==> config.mk <==
export PLATFORM = sky130hd
export DESIGN_NAME = pnl_bram_block_mover
export DESIGN_NICKNAME = d
export VERILOG_FILES = /design/src/rtl/pnl_bram_block_mover.sv
export SDC_FILE = /design/constraint.sdc
export NUM_CORES = 1
export LEC_CHECK = 0
export ABC_AREA = 0
export BUFFER_PORTS_ARGS = -buffer_cell sky130_fd_sc_hd__buf_2
export CAP_MARGIN = 20
export CORE_ASPECT_RATIO = 0.6
export CORE_MARGIN = 2
export CORE_UTILIZATION = 40
export DETAILED_ROUTE_END_ITERATION = 16
export PLACE_DENSITY = 0.67
export SYNTH_ARGS = -nofsm -noshare
export SYNTH_HDL_FRONTEND = slang
export SYNTH_SLANG_ARGS = --single-unit
==> constraint.sdc <==
create_clock -name clk -period 6.8 [get_ports clk]
set_input_delay 0.68 -clock clk [delete_from_list [all_inputs] [get_ports clk]]
set_output_delay 0.68 -clock clk [all_outputs]
set_load 0.01 [all_outputs]
==> src/rtl/pnl_bram_block_mover.sv <==
// PNL BRAM block mover: copy, fill, reverse copy and copy-with-add over a
// contiguous block, sharing the single BRAM port.
module pnl_bram_block_mover #(
  parameter int unsigned ADDR_W = 14,
  parameter int unsigned DATA_W = 16,
  parameter int unsigned RD_LAT = 1
) (
  input  logic              clk,
  input  logic              reset_n,
  input  logic              start,
  input  logic              abort,
  output logic              ready,
  output logic              done,
  input  logic [1:0]        mode,
  input  logic [ADDR_W:0]   num_vals,
  input  logic [ADDR_W-1:0] src_addr,
  input  logic [ADDR_W-1:0] tgt_addr,
  input  logic [DATA_W-1:0] operand,
  input  logic [DATA_W-1:0] bram_dout,
  output logic [ADDR_W-1:0] bram_addr,
  output logic [DATA_W-1:0] bram_din,
  output logic              bram_we,
  output logic [ADDR_W:0]   elem_count
);

  localparam int unsigned CNT_W  = ADDR_W + 1;
  localparam int unsigned WAIT_W = 3;

  localparam logic [1:0] MODE_FILL = 2'd1;
  localparam logic [1:0] MODE_REV  = 2'd2;
  localparam logic [1:0] MODE_ADD  = 2'd3;

  typedef enum logic [2:0] {
    S_IDLE,
    S_RD_ISSUE,
    S_RD_WAIT,
    S_WR,
    S_FILL,
    S_DONE
  } state_t;

  state_t              state;
  logic [1:0]          mode_r;
  logic [CNT_W-1:0]    num_r;
  logic [ADDR_W-1:0]   src_r;
  logic [ADDR_W-1:0]   tgt_r;
  logic [DATA_W-1:0]   op_r;
  logic [WAIT_W-1:0]   wait_cnt;
  logic                we_r;
  logic [CNT_W-1:0]    cnt_nxt;
  logic                last_elem;

  // Element offset: ascending, or descending for the overlap-safe reverse copy.
  function automatic logic [ADDR_W-1:0] off_of(input logic [1:0] m,
                                               input logic [CNT_W-1:0] n,
                                               input logic [CNT_W-1:0] i);
    logic [ADDR_W-1:0] o;
    if (m == MODE_REV) o = ADDR_W'(n - CNT_W'(1) - i);
    else               o = ADDR_W'(i);
    return o;
  endfunction

  always_comb begin
    cnt_nxt   = elem_count + CNT_W'(1);
    last_elem = (cnt_nxt == num_r);
  end

  // Abort suppresses the write of the cycle it is seen in.
  assign bram_we = we_r & ~abort;

  always_ff @(posedge clk or negedge reset_n) begin
    if (!reset_n) begin
      state      <= S_IDLE;
      ready      <= 1'b1;
      done       <= 1'b0;
      we_r       <= 1'b0;
      bram_addr  <= '0;
      bram_din   <= '0;
      elem_count <= '0;
      mode_r     <= '0;
      num_r      <= '0;
      src_r      <= '0;
      tgt_r      <= '0;
      op_r       <= '0;
      wait_cnt   <= '0;
    end else begin
      done <= 1'b0;
      case (state)
        S_IDLE: begin
          we_r      <= 1'b0;
          bram_addr <= '0;
          bram_din  <= '0;
          ready     <= 1'b1;
          if (start) begin
            mode_r     <= mode;
            num_r      <= num_vals;
            src_r      <= src_addr;
            tgt_r      <= tgt_addr;
            op_r       <= operand;
            elem_count <= '0;
            ready      <= 1'b0;
            if (num_vals == '0) begin
              state <= S_DONE;
              done  <= 1'b1;
            end else if (mode == MODE_FILL) begin
              state     <= S_FILL;
              we_r      <= 1'b1;
              bram_addr <= tgt_addr;
              bram_din  <= operand;
            end else begin
              state     <= S_RD_ISSUE;
              bram_addr <= src_addr + off_of(mode, num_vals, '0);
            end
          end
        end
        S_RD_ISSUE: begin
          state    <= S_RD_WAIT;
          wait_cnt <= '0;
        end
        S_RD_WAIT: begin
          if (wait_cnt == WAIT_W'(RD_LAT - 1)) begin
            state     <= S_WR;
            we_r      <= 1'b1;
            bram_addr <= tgt_r + off_of(mode_r, num_r, elem_count);
            bram_din  <= (mode_r == MODE_ADD) ? bram_dout + op_r : bram_dout;
          end else begin
            wait_cnt <= wait_cnt + WAIT_W'(1);
          end
        end
        S_WR: begin
          we_r       <= 1'b0;
          elem_count <= cnt_nxt;
          if (last_elem) begin
            state     <= S_DONE;
            done      <= 1'b1;
            bram_addr <= '0;
            bram_din  <= '0;
          end else begin
            state     <= S_RD_ISSUE;
            bram_addr <= src_r + off_of(mode_r, num_r, cnt_nxt);
          end
        end
        S_FILL: begin
          elem_count <= cnt_nxt;
          if (last_elem) begin
            state     <= S_DONE;
            done      <= 1'b1;
            we_r      <= 1'b0;
            bram_addr <= '0;
            bram_din  <= '0;
          end else begin
            bram_addr <= tgt_r + off_of(mode_r, num_r, cnt_nxt);
          end
        end
        S_DONE: begin
          state <= S_IDLE;
          ready <= 1'b1;
          we_r  <= 1'b0;
        end
        default: state <= S_IDLE;
      endcase

      // Abort wins over every transition; completed writes stay counted.
      if (abort && (state != S_IDLE)) begin
        state      <= S_IDLE;
        ready      <= 1'b1;
        done       <= 1'b0;
        we_r       <= 1'b0;
        bram_addr  <= '0;
        bram_din   <= '0;
        elem_count <= elem_count;
      end
    end
  end

endmodule

# Word level (Yosys, flattened, before mapping)
# Cells that the tools add are included.
# totals
regBits	115
input_bits	81
out_inout_bits	48
word_cells	118
# op_classes
n_addsub	11
n_eq_ne	16
muxes	55
n_bitwise	3
n_reduce_logical	20
# ops
cell	count
two-way mux 14 bit	19
two-way mux 16 bit	7
adder 14 bit	4
case mux 14 bit (4 select lines)	1
case mux 16 bit (3 select lines)	1
case mux 15 bit (2 select lines)	1
subtractor 14 x 1 -> 14 bit, second input constant	2
subtractor 14 bit	2
two-way mux 3 bit	8
adder 16 bit	1
adder 15 x 1 -> 15 bit, second input constant	1
== test 15 bit	1
logical NOT 15 bit	1
two-way mux 15 bit	1
case mux 3 bit (5 select lines)	1
two-way mux 1 bit	12
AND reduction 3 bit	4
nonzero test 5 bit	2
!= test 3 bit, second input constant	3
== test 2 bit, second input constant	3
== test 3 x 2 -> 1 bit, second input constant	2
== test 3 bit, second input constant	2
logical NOT 3 bit	2
case mux 3 bit (2 select lines)	1
15 further kinds	23

# Depth between registers and ports, before layout
# Gate-level depths: netlist of run 1.
# depth
ltp_word	12
mapped_depth	23
ltp_nobuf	23

# Worst setup path after synthesis of run 1
# OpenSTA, ideal clock, no wires.
# synth_path
path_kind	flip-flop to flip-flop
start	register elem_count[1]
end	register bram_addr[13]
setup_ps	142
arrival_ps	4240
t_required_ps	6658
slack_ps	2419
stages_incl_launch_ff	21
path_buffers	0
period_less_slack_ps	4381
path_cell_list	dfrtp_1 > ha_1 > nand4_2 > o21ai_0 > o21ai_0 > ha_1 > or3_1 > o211a_1 > nor2_1 > xnor2_1 > nor2_1 > a21oi_1 > ha_1 > or3_1 > o21ai_0 > a21oi_1 > a21o_1 > a21oi_1 > xnor3_1 > a21oi_1 > a32oi_1
# synth_between
elab_chain_len	9
word_cells_on_any_way	19
classes_between	add/sub (6); eq/ne (1); mux (12)
# synth_lines
item	line_no	text
from (decl)	23	output logic [ADDR_W:0] elem_count
from (signal assigned)	132	elem_count <= cnt_nxt;
from (signal assigned)	144	elem_count <= cnt_nxt;
from (signal assigned)	171	elem_count <= elem_count;
adder 15 x 1 -> 15 bit	64	cnt_nxt = elem_count + CNT_W'(1);
subtractor 14 bit	58	if (m == MODE_REV) o = ADDR_W'(n - CNT_W'(1) - i);
two-way mux 14 bit	58	
two-way mux 14 bit	133, 145	
two-way mux 14 bit	88	case (state)
adder 14 bit (on tied branches)	152, 140	
two-way mux 14 bit (on tied branches)	145, 133	
case mux 14 bit (4 select lines) (*)	88	
two-way mux 14 bit (*)	164	if (abort && (state != S_IDLE)) begin
to (signal assigned)	108	bram_addr <= tgt_addr;
to (signal assigned)	140	bram_addr <= src_r + off_of(mode_r, num_r, cnt_nxt);
to (signal assigned)	152	bram_addr <= tgt_r + off_of(mode_r, num_r, cnt_nxt);
to (decl)	20	output logic [ADDR_W-1:0] bram_addr,
# Every way passes the cells marked *; elsewhere a longest branch is shown, timed or not. The select of a mux whose other input is x is not followed.
# A chain may end at the register's enable or synchronous reset.

# Worst setup path after layout of run 1
# layout_path
start	register elem_count[1]
end	register bram_addr[12]
# The elaborated chain is that of the path after synthesis.

==> impl_metrics.env, run 1 <==
export IMPL_status="finished, final reports clean"
export IMPL_first_global_vias=9475
export IMPL_synth_xor_area_share=0.101
export IMPL_finalClockSkew_ns=0.0102
export IMPL_p_leak_nw=5.48
export IMPL_fin_crit_sh=0.779
export IMPL_dieArea_sq_mm=0.0282
export IMPL_antennaDiodeCount=0
export IMPL_die_w_microns=215
export IMPL_end_kind="register"
export IMPL_cp_slowest_cell="dfrtp_1"
export IMPL_syn_cell_area_sq_mm=0.0107
export IMPL_p_sw_frac=0.484
export IMPL_die_y_microns=131
export IMPL_reg2reg_to="bram_addr[12]"
export IMPL_drive_above_1_share=0.178
export IMPL_gr_total_overflow=0
export IMPL_postPlaceCellArea_sq_mm=0.0118
export IMPL_cp_common_cell="o21ai_0"
export IMPL_crit_path_start_kind="register"
export IMPL_numCtsBuffers=17
export IMPL_port_buffers=128
export IMPL_syn_avg_cell_area_sq_um=8.40
export IMPL_finalHoldViolations=0
export IMPL_muxShareOfSynthArea=0.0637
export IMPL_path_max_fanout=7
export IMPL_yosys_area_share_adder=0.131
export IMPL_cpLargestDelayFamily="compound AO/OA/AOI/OAI gates"
export IMPL_crit_cells=20
export IMPL_hold_path_class="in -> async"
export IMPL_hpwl_microns=27700
export IMPL_finalMaxSlewViolations=0
export IMPL_synth_edf_count=0
export IMPL_async_flop_share=1.00
export IMPL_p_switching_w=0.00315
export IMPL_final_area_sq_mm=0.0124
export IMPL_yosys_warnings=0
export IMPL_grt_max_degree=64
export IMPL_worst_pin_slew_ns=1.02
export IMPL_clock_latency_ns=0.45
export IMPL_synth_top_area_cell="dfrtp_1"
export IMPL_numClockSinks=115
export IMPL_r2r_setup_slack_ns=1.50
export IMPL_timing_slew_headroom=0.314
export IMPL_ctsRootBufferMaster="clkbuf_16"
export IMPL_cts_hold_buf=0
export IMPL_rsz0062_at_grt="false"
export IMPL_clock_power_share=0.141
export IMPL_synth_seq_cells=115
export IMPL_fin_setup_tns_ns=0
export IMPL_synth_compound_area_share=0.221
export IMPL_synth_area_leaders="dfrtp_1 27%, ha_1 12%, xnor2_1 6.7%"
export IMPL_synthFlopType="dfrtp_1"
export IMPL_drtAntennaViolNets=0
export IMPL_fin_crit_ns=5.30
export IMPL_post_cts_buffers=0
export IMPL_arrival_ns=5.61
export IMPL_p_comb_frac=0.669
export IMPL_synth_top_family_by_area="compound AO/OA/AOI/OAI gates"
export IMPL_slowest_delay_ns=0.48
export IMPL_power_density_mw_per_mm2=526
export IMPL_synthToLayoutAreaGrowth_pct=15.2
export IMPL_dr_first_iter_drc_count=975
export IMPL_critPathKind="reg -> reg"
export IMPL_max_freq_mhz=189
export IMPL_mostFrequentLayoutCell="buf_2"
export IMPL_wire_per_inst_microns=19.9
export IMPL_path_clk_slew_ns=0.06
export IMPL_grt_usage=0.251
export IMPL_cp_num_buf_inv=0
export IMPL_synth_distinct_cells=73
export IMPL_first_pass_iters=5
export IMPL_antenna_found_initial=2
export IMPL_drc=0
export IMPL_r2r_cells=20
export IMPL_rows=46
export IMPL_nets=1582
export IMPL_crit_chain="ha_1 -> nand4_2 -> o21ai_0 -> o21ai_0 -> ha_1 -> or3_1 -> o211a_1 -> o21ai_0 -> nand2b_1 -> a21oi_1 -> xnor2_1 -> nor2_1 -> a21oi_1 -> ha_1 -> or3_1 -> nor3_1 -> o21ai_0 -> and3b_1 -> o311ai_0 -> o211ai_1"
export IMPL_setup_violations=0
export IMPL_maxCapViolations=0
export IMPL_viasPerCell=5.77
export IMPL_core_area_sq_mm=0.0264
export IMPL_r2r_start="elem_count[1]"
export IMPL_p_int_w=0.00335
export IMPL_seq_power_share=0.190
export IMPL_wirelength_microns=35100
export IMPL_boundaryPins=129
export IMPL_required_ns=7.11
export IMPL_yosysSeqAreaShare=0.268
export IMPL_grt_pass1_wl_microns=53900
export IMPL_post_cts_resized=0
export IMPL_start_util=0.407
export IMPL_routabilityCongestion=0.951
export IMPL_layout_common_cells="127 x buf_2, 115 x nand2_1, 114 x dfrtp_1, 108 x nor2_1"
export IMPL_cts_tree="yes"
export IMPL_ir_drop_uv=278
export IMPL_synth_simple_gate_area_share=0.173
export IMPL_clk_path_buf_depth=2
export IMPL_syn_nets=1466
export IMPL_synthCells=1277
export IMPL_htree_levels=4
export IMPL_synth_top_cell_area_share=0.266
export IMPL_vias=10200
-- final cells by class --
type,instances,area [sq um]
fill,2662,14000
multi-input combinational,1044,7410
inverter,72,270
tap,360,450
clock inverter,14,141
sequential,115,2880
clock buffer,18,439
timing repair buffer,143,763
-- worst reg2reg max path, delay by kind of cell (launching register included) --
family / cells / cell delay [ns]
xor gates and xnor gates: 1 / 0.08
adders and majority gates: 3 / 0.89
DFF: 1 / 0.48
AOI/OAI and AO/OA: 9 / 2.07
and+or+nand+nor: 7 / 1.65
-- worst max path at each step --
stage                   from             to
2_1_floorplan  elem_count[1]  bram_addr[13]
3_3_place_gp   elem_count[1]  bram_addr[12]
3_5_place_dp   elem_count[1]  bram_addr[12]
4_1_cts        elem_count[1]  bram_addr[12]
5_1_grt        elem_count[1]  bram_addr[12]
6_report       elem_count[1]  bram_addr[12]
-- power by group through the flow --
stage | combinational [W] | clock, W | sequential [W]
2_1_floorplan | 0.00327 | 0 | 0.00116
3_3_place_gp | 0.00416 | 0 | 0.00123
3_5_place_dp | 0.00425 | 0 | 0.00124
4_1_cts | 0.00427 | 0.000926 | 0.00123
5_1_grt | 0.00480 | 0.000960 | 0.00127
6_report | 0.00435 | 0.000914 | 0.00124
-- routing by layer --
| layer | wire (microns) | track usage |
|---|---|---|
| met4 | 405 | 0.0519 |
| met5 | 12 | 0 |
| met1 | 17900 | 0.390 |
| met3 | 3390 | 0.0713 |
| met2 | 13300 | 0.335 |
-- sequential cells by signal (all words and copies together) (netlist names) --
name and flops:
ready 1, tgt_r 14, bram_addr 14, op_r 16, mode_r 2, num_r 15, done 1, wait_cnt 3
elem_count 15, we_r 1, state 3, src_r 14, bram_din 16
-- cells by family (layout without fill, tap and decap cells) --
family          count (synthesis)  after routing
buf+inv                       118            247
simple gates                  391            391
xor+xnor                      120            120
flops                         115            115
fa+ha+maj                     108            108
mux                            61             61
compound gates                364            364
-- cells in the mapped netlist, types with 6 or more instances --
cell type  instances
a22o_1             9
or3_1             15
and3_1             9
inv_1             72
nor4_1             9
o211ai_1           9
a211oi_1          11
nor3_1            42
o21bai_1           6
ha_1             101
and2_1             7
a21oi_1           85
o31ai_1           18
clkbuf_1          39
fa_1               7
xnor2_1           82
dfrtp_1          114
nand2b_1          17
a221oi_1          10
a32oi_1            9
a21boi_0           7
nand3_1           34
o21a_1            16
xor2_1            36
nor2_1           108
a221o_1            6
nand2_1          115
a21o_1            21
nor2b_1           11
o221ai_1           7
mux2_2            58
a31oi_1           10
o21ai_0          101
-- stage by stage --
| step | utilization | total power (W) | worst slack (ns) | std cells | hold slack [ns] |
|---|---|---|---|---|---|
| floorplan | - | 0.00443 | 2.42 | 1277 | 0.384 |
| global placement | 0.446 | 0.00539 | 1.83 | 1733 | 0.466 |
| detailed placement | 0.446 | 0.00548 | 1.64 | 1733 | 0.465 |
| CTS | 0.468 | 0.00642 | 1.64 | 1765 | 0.362 |
| global route | 0.469 | 0.00703 | 1.08 | 1766 | 0.403 |
| finish | 0.469 | 0.00650 | 1.50 | 1766 | 0.344 |
No activity file was read; power rests on OpenSTA's default activity.
==> run 2, diff against run 1 <==
--- a/config.mk
+++ b/config.mk
@@ -5,7 +5,7 @@
 export SDC_FILE = /design/constraint.sdc
 export NUM_CORES = 1
 export LEC_CHECK = 0
-export ABC_AREA = 0
+export ABC_AREA = 1
 export BUFFER_PORTS_ARGS = -buffer_cell sky130_fd_sc_hd__buf_2
 export CAP_MARGIN = 20
 export CORE_ASPECT_RATIO = 0.6
==> constraint.sdc (replaced) <==
create_clock -name clk -period 5.05 [get_ports clk]
set_input_delay 0.505 -clock clk [delete_from_list [all_inputs] [get_ports clk]]
set_output_delay 0.505 -clock clk [all_outputs]
set_load 0.01 [all_outputs]
==> impl_metrics.env, run 2 <==
export IMPL_status="finished, final reports clean"
export IMPL_drtAntennaViolNets=0
export IMPL_final_area_sq_mm=0.0129
export IMPL_required_ns=5.40
export IMPL_cp_common_cell="nand2_1"
export IMPL_wirelength_microns=42800
export IMPL_hpwl_microns=34600
export IMPL_start_util=0.405
export IMPL_yosys_warnings=0
export IMPL_mostFrequentLayoutCell="nand2_1"
export IMPL_async_flop_share=1.00
export IMPL_setup_violations=0
export IMPL_synth_most_common_cell="nand2_1"
export IMPL_synth_top_family_by_area="simple AND/OR/NAND/NOR gates"
export IMPL_numClockSinks=115
export IMPL_core_area_sq_mm=0.0274
export IMPL_routabilityCongestion=1.02
export IMPL_wire_per_inst_microns=20.3
export IMPL_synth_edf_count=0
export IMPL_synth_top_cell_area_share=0.257
export IMPL_ir_drop_uv=250
export IMPL_finalNonFillerCells=2111
export IMPL_cts_tree="yes"
export IMPL_power_density_mw_per_mm2=713
export IMPL_drive_above_1_share=0.171
export IMPL_nets=1920
export IMPL_finalClockSkew_ns=0.0148
export IMPL_muxShareOfSynthArea=0.0324
export IMPL_first_global_vias=10500
export IMPL_finalMaxSlewViolations=0
export IMPL_arrival_ns=5.12
export IMPL_synth_area_leaders="dfrtp_1 26%, nand2_1 13%, ha_1 11%"
export IMPL_syn_nets=1786
export IMPL_synth_xor_area_share=0.0457
export IMPL_die_y_microns=133
export IMPL_vias=11900
export IMPL_placedCellCount=2075
export IMPL_synth_compound_area_share=0.193
export IMPL_top_regs="bram_din (16), op_r (16)"
export IMPL_path_clk_slew_ns=0.06
export IMPL_grt_max_degree=93
export IMPL_boundaryPins=129
export IMPL_ys_top_cells_by_count="379 x nand2_1, 176 x inv_1, 131 x a21oi_1"
export IMPL_power_total_w=0.00923
export IMPL_port_buffers=128
export IMPL_die_w_microns=219
export IMPL_crit_path_start_kind="register"
export IMPL_antenna_found_initial=0
export IMPL_rows=47
export IMPL_yosysSeqAreaShare=0.260
export IMPL_p_leak_nw=6.38
export IMPL_dieArea_sq_mm=0.0291
export IMPL_r2r_setup_slack_ns=0.28
export IMPL_ctsRootBufferMaster="clkbuf_16"
export IMPL_max_freq_mhz=209
export IMPL_grt_pass1_wl_microns=63700
export IMPL_viasPerCell=5.65
export IMPL_clk_path_buf_depth=2
export IMPL_final_util=0.472
export IMPL_cts_hold_buf=0
export IMPL_r2r_cells=29
export IMPL_antennaDiodeCount=0
export IMPL_fin_crit_ns=4.77
export IMPL_hold_path_class="in -> async"
export IMPL_synthFlopType="dfrtp_1"
export IMPL_synthToLayoutAreaGrowth_pct=16.7
export IMPL_dr_first_iter_drc_count=1615
export IMPL_synthCells=1597
export IMPL_finalHoldViolations=0
export IMPL_critPathKind="reg -> reg"
export IMPL_htree_levels=4
export IMPL_layout_common_cells="378 x nand2_1, 176 x inv_1, 131 x a21oi_1, 127 x buf_2, 125 x o21ai_0"
export IMPL_worst_pin_slew_ns=1.13
export IMPL_first_pass_iters=6
export IMPL_end_kind="register"
export IMPL_synth_top_area_cell="dfrtp_1"
export IMPL_clock_latency_ns=0.45
export IMPL_grt_usage=0.296
export IMPL_synth_distinct_cells=49
export IMPL_syn_avg_cell_area_sq_um=6.95
export IMPL_maxCapViolations=0
export IMPL_postPlaceCellArea_sq_mm=0.0122
export IMPL_slowest_delay_ns=0.55
export IMPL_path_max_fanout=7
export IMPL_gr_total_overflow=0
export IMPL_numCtsBuffers=17
export IMPL_yosys_area_share_adder=0.127
export IMPL_timing_slew_headroom=0.237
export IMPL_drc=0
export IMPL_syn_cell_area_sq_mm=0.0111
export IMPL_fin_crit_sh=0.945
export IMPL_synth_seq_cells=115
export IMPL_synth_simple_gate_area_share=0.262
export IMPL_cp_slowest_cell="dfrtp_1"
==> run 2: worst max-delay path, delay by kind of cell (launching register included) <==
family / cells / cell delay (ns)
XOR/XNOR: 2 / 0.46
flip-flops: 1 / 0.55
adder cells (fa/ha/maj): 2 / 0.83
buffers and inverters: 1 / 0.16
AND/OR/NAND/NOR: 18 / 1.62
AO/OA/AOI/OAI: 6 / 1.06
==> run 2: metal layers <==
metal | up-vias | routed length (microns) | global-route usage
met3 | 35 | 5950 | 0.108
met1 | 5614 | 21600 | 0.486
met4 | 0 | 568 | 0.0623
met2 | 603 | 14700 | 0.345
met5 | - | 0 | 0
li1 | 5670 | - | -
==> run 2: path summary, 6_finish.rpt <==
kind / endpoint / from
worst max-delay path: bram_addr[13] / elem_count[4]
worst min-delay path: tgt_r[5] / reset_n
worst max register to register: bram_addr[13] / elem_count[4]
worst min register to register: bram_addr[6] / bram_addr[6]
max in group asynchronous: state[0] / reset_n
min in group clk: op_r[7] / operand[7]
==> run 2: timing repair <==
action                                  CTS  global route
buffers inserted                          0             3
endpoints found under the setup margin    0             3
gates resized for setup                   0            24
==> run 2: cell families after synthesis <==
kind of cell / after synthesis
AND/OR/NAND/NOR: 684
XOR/XNOR: 57
buffers and inverters: 227
flip-flops: 115
AO/OA/AOI/OAI: 374
multiplexers: 32
adder cells (fa/ha/maj): 108
==> run 2: where the power goes <==
part / total, W / internal [W] / leakage [nW] / switching (W)
clock: 0.00130 / 0.000801 / 0.288 / 0.000498
sequential: 0.00166 / 0.00127 / 1.45 / 0.000383
combinational: 0.00628 / 0.00227 / 4.64 / 0.00401
total: 0.00923 / 0.00434 / 6.38 / 0.00489
==> run 2: area by class of cell <==
| type | instances | area, sq um |
|---|---|---|
| Clock inverter | 12 | 156 |
| Timing Repair Buffer | 152 | 843 |
| Inverter | 190 | 713 |
| Tap cell | 367 | 459 |
| Clock buffer | 20 | 457 |
| Fill cell | 2873 | 14500 |
| Sequential cell | 115 | 2880 |
| Multi-Input combinational cell | 1255 | 7440 |
==> run 2: stage by stage <==
step                setup TNS (ns)  hold WS (ns)  worst slack (ns)
floorplan                        0         0.209              1.02
CTS                              0         0.114           0.00183
global placement                 0         0.461            0.0200
global route               -0.0130         0.150           -0.0130
detailed placement               0         0.464            0.0143
finish                           0        0.0988             0.275
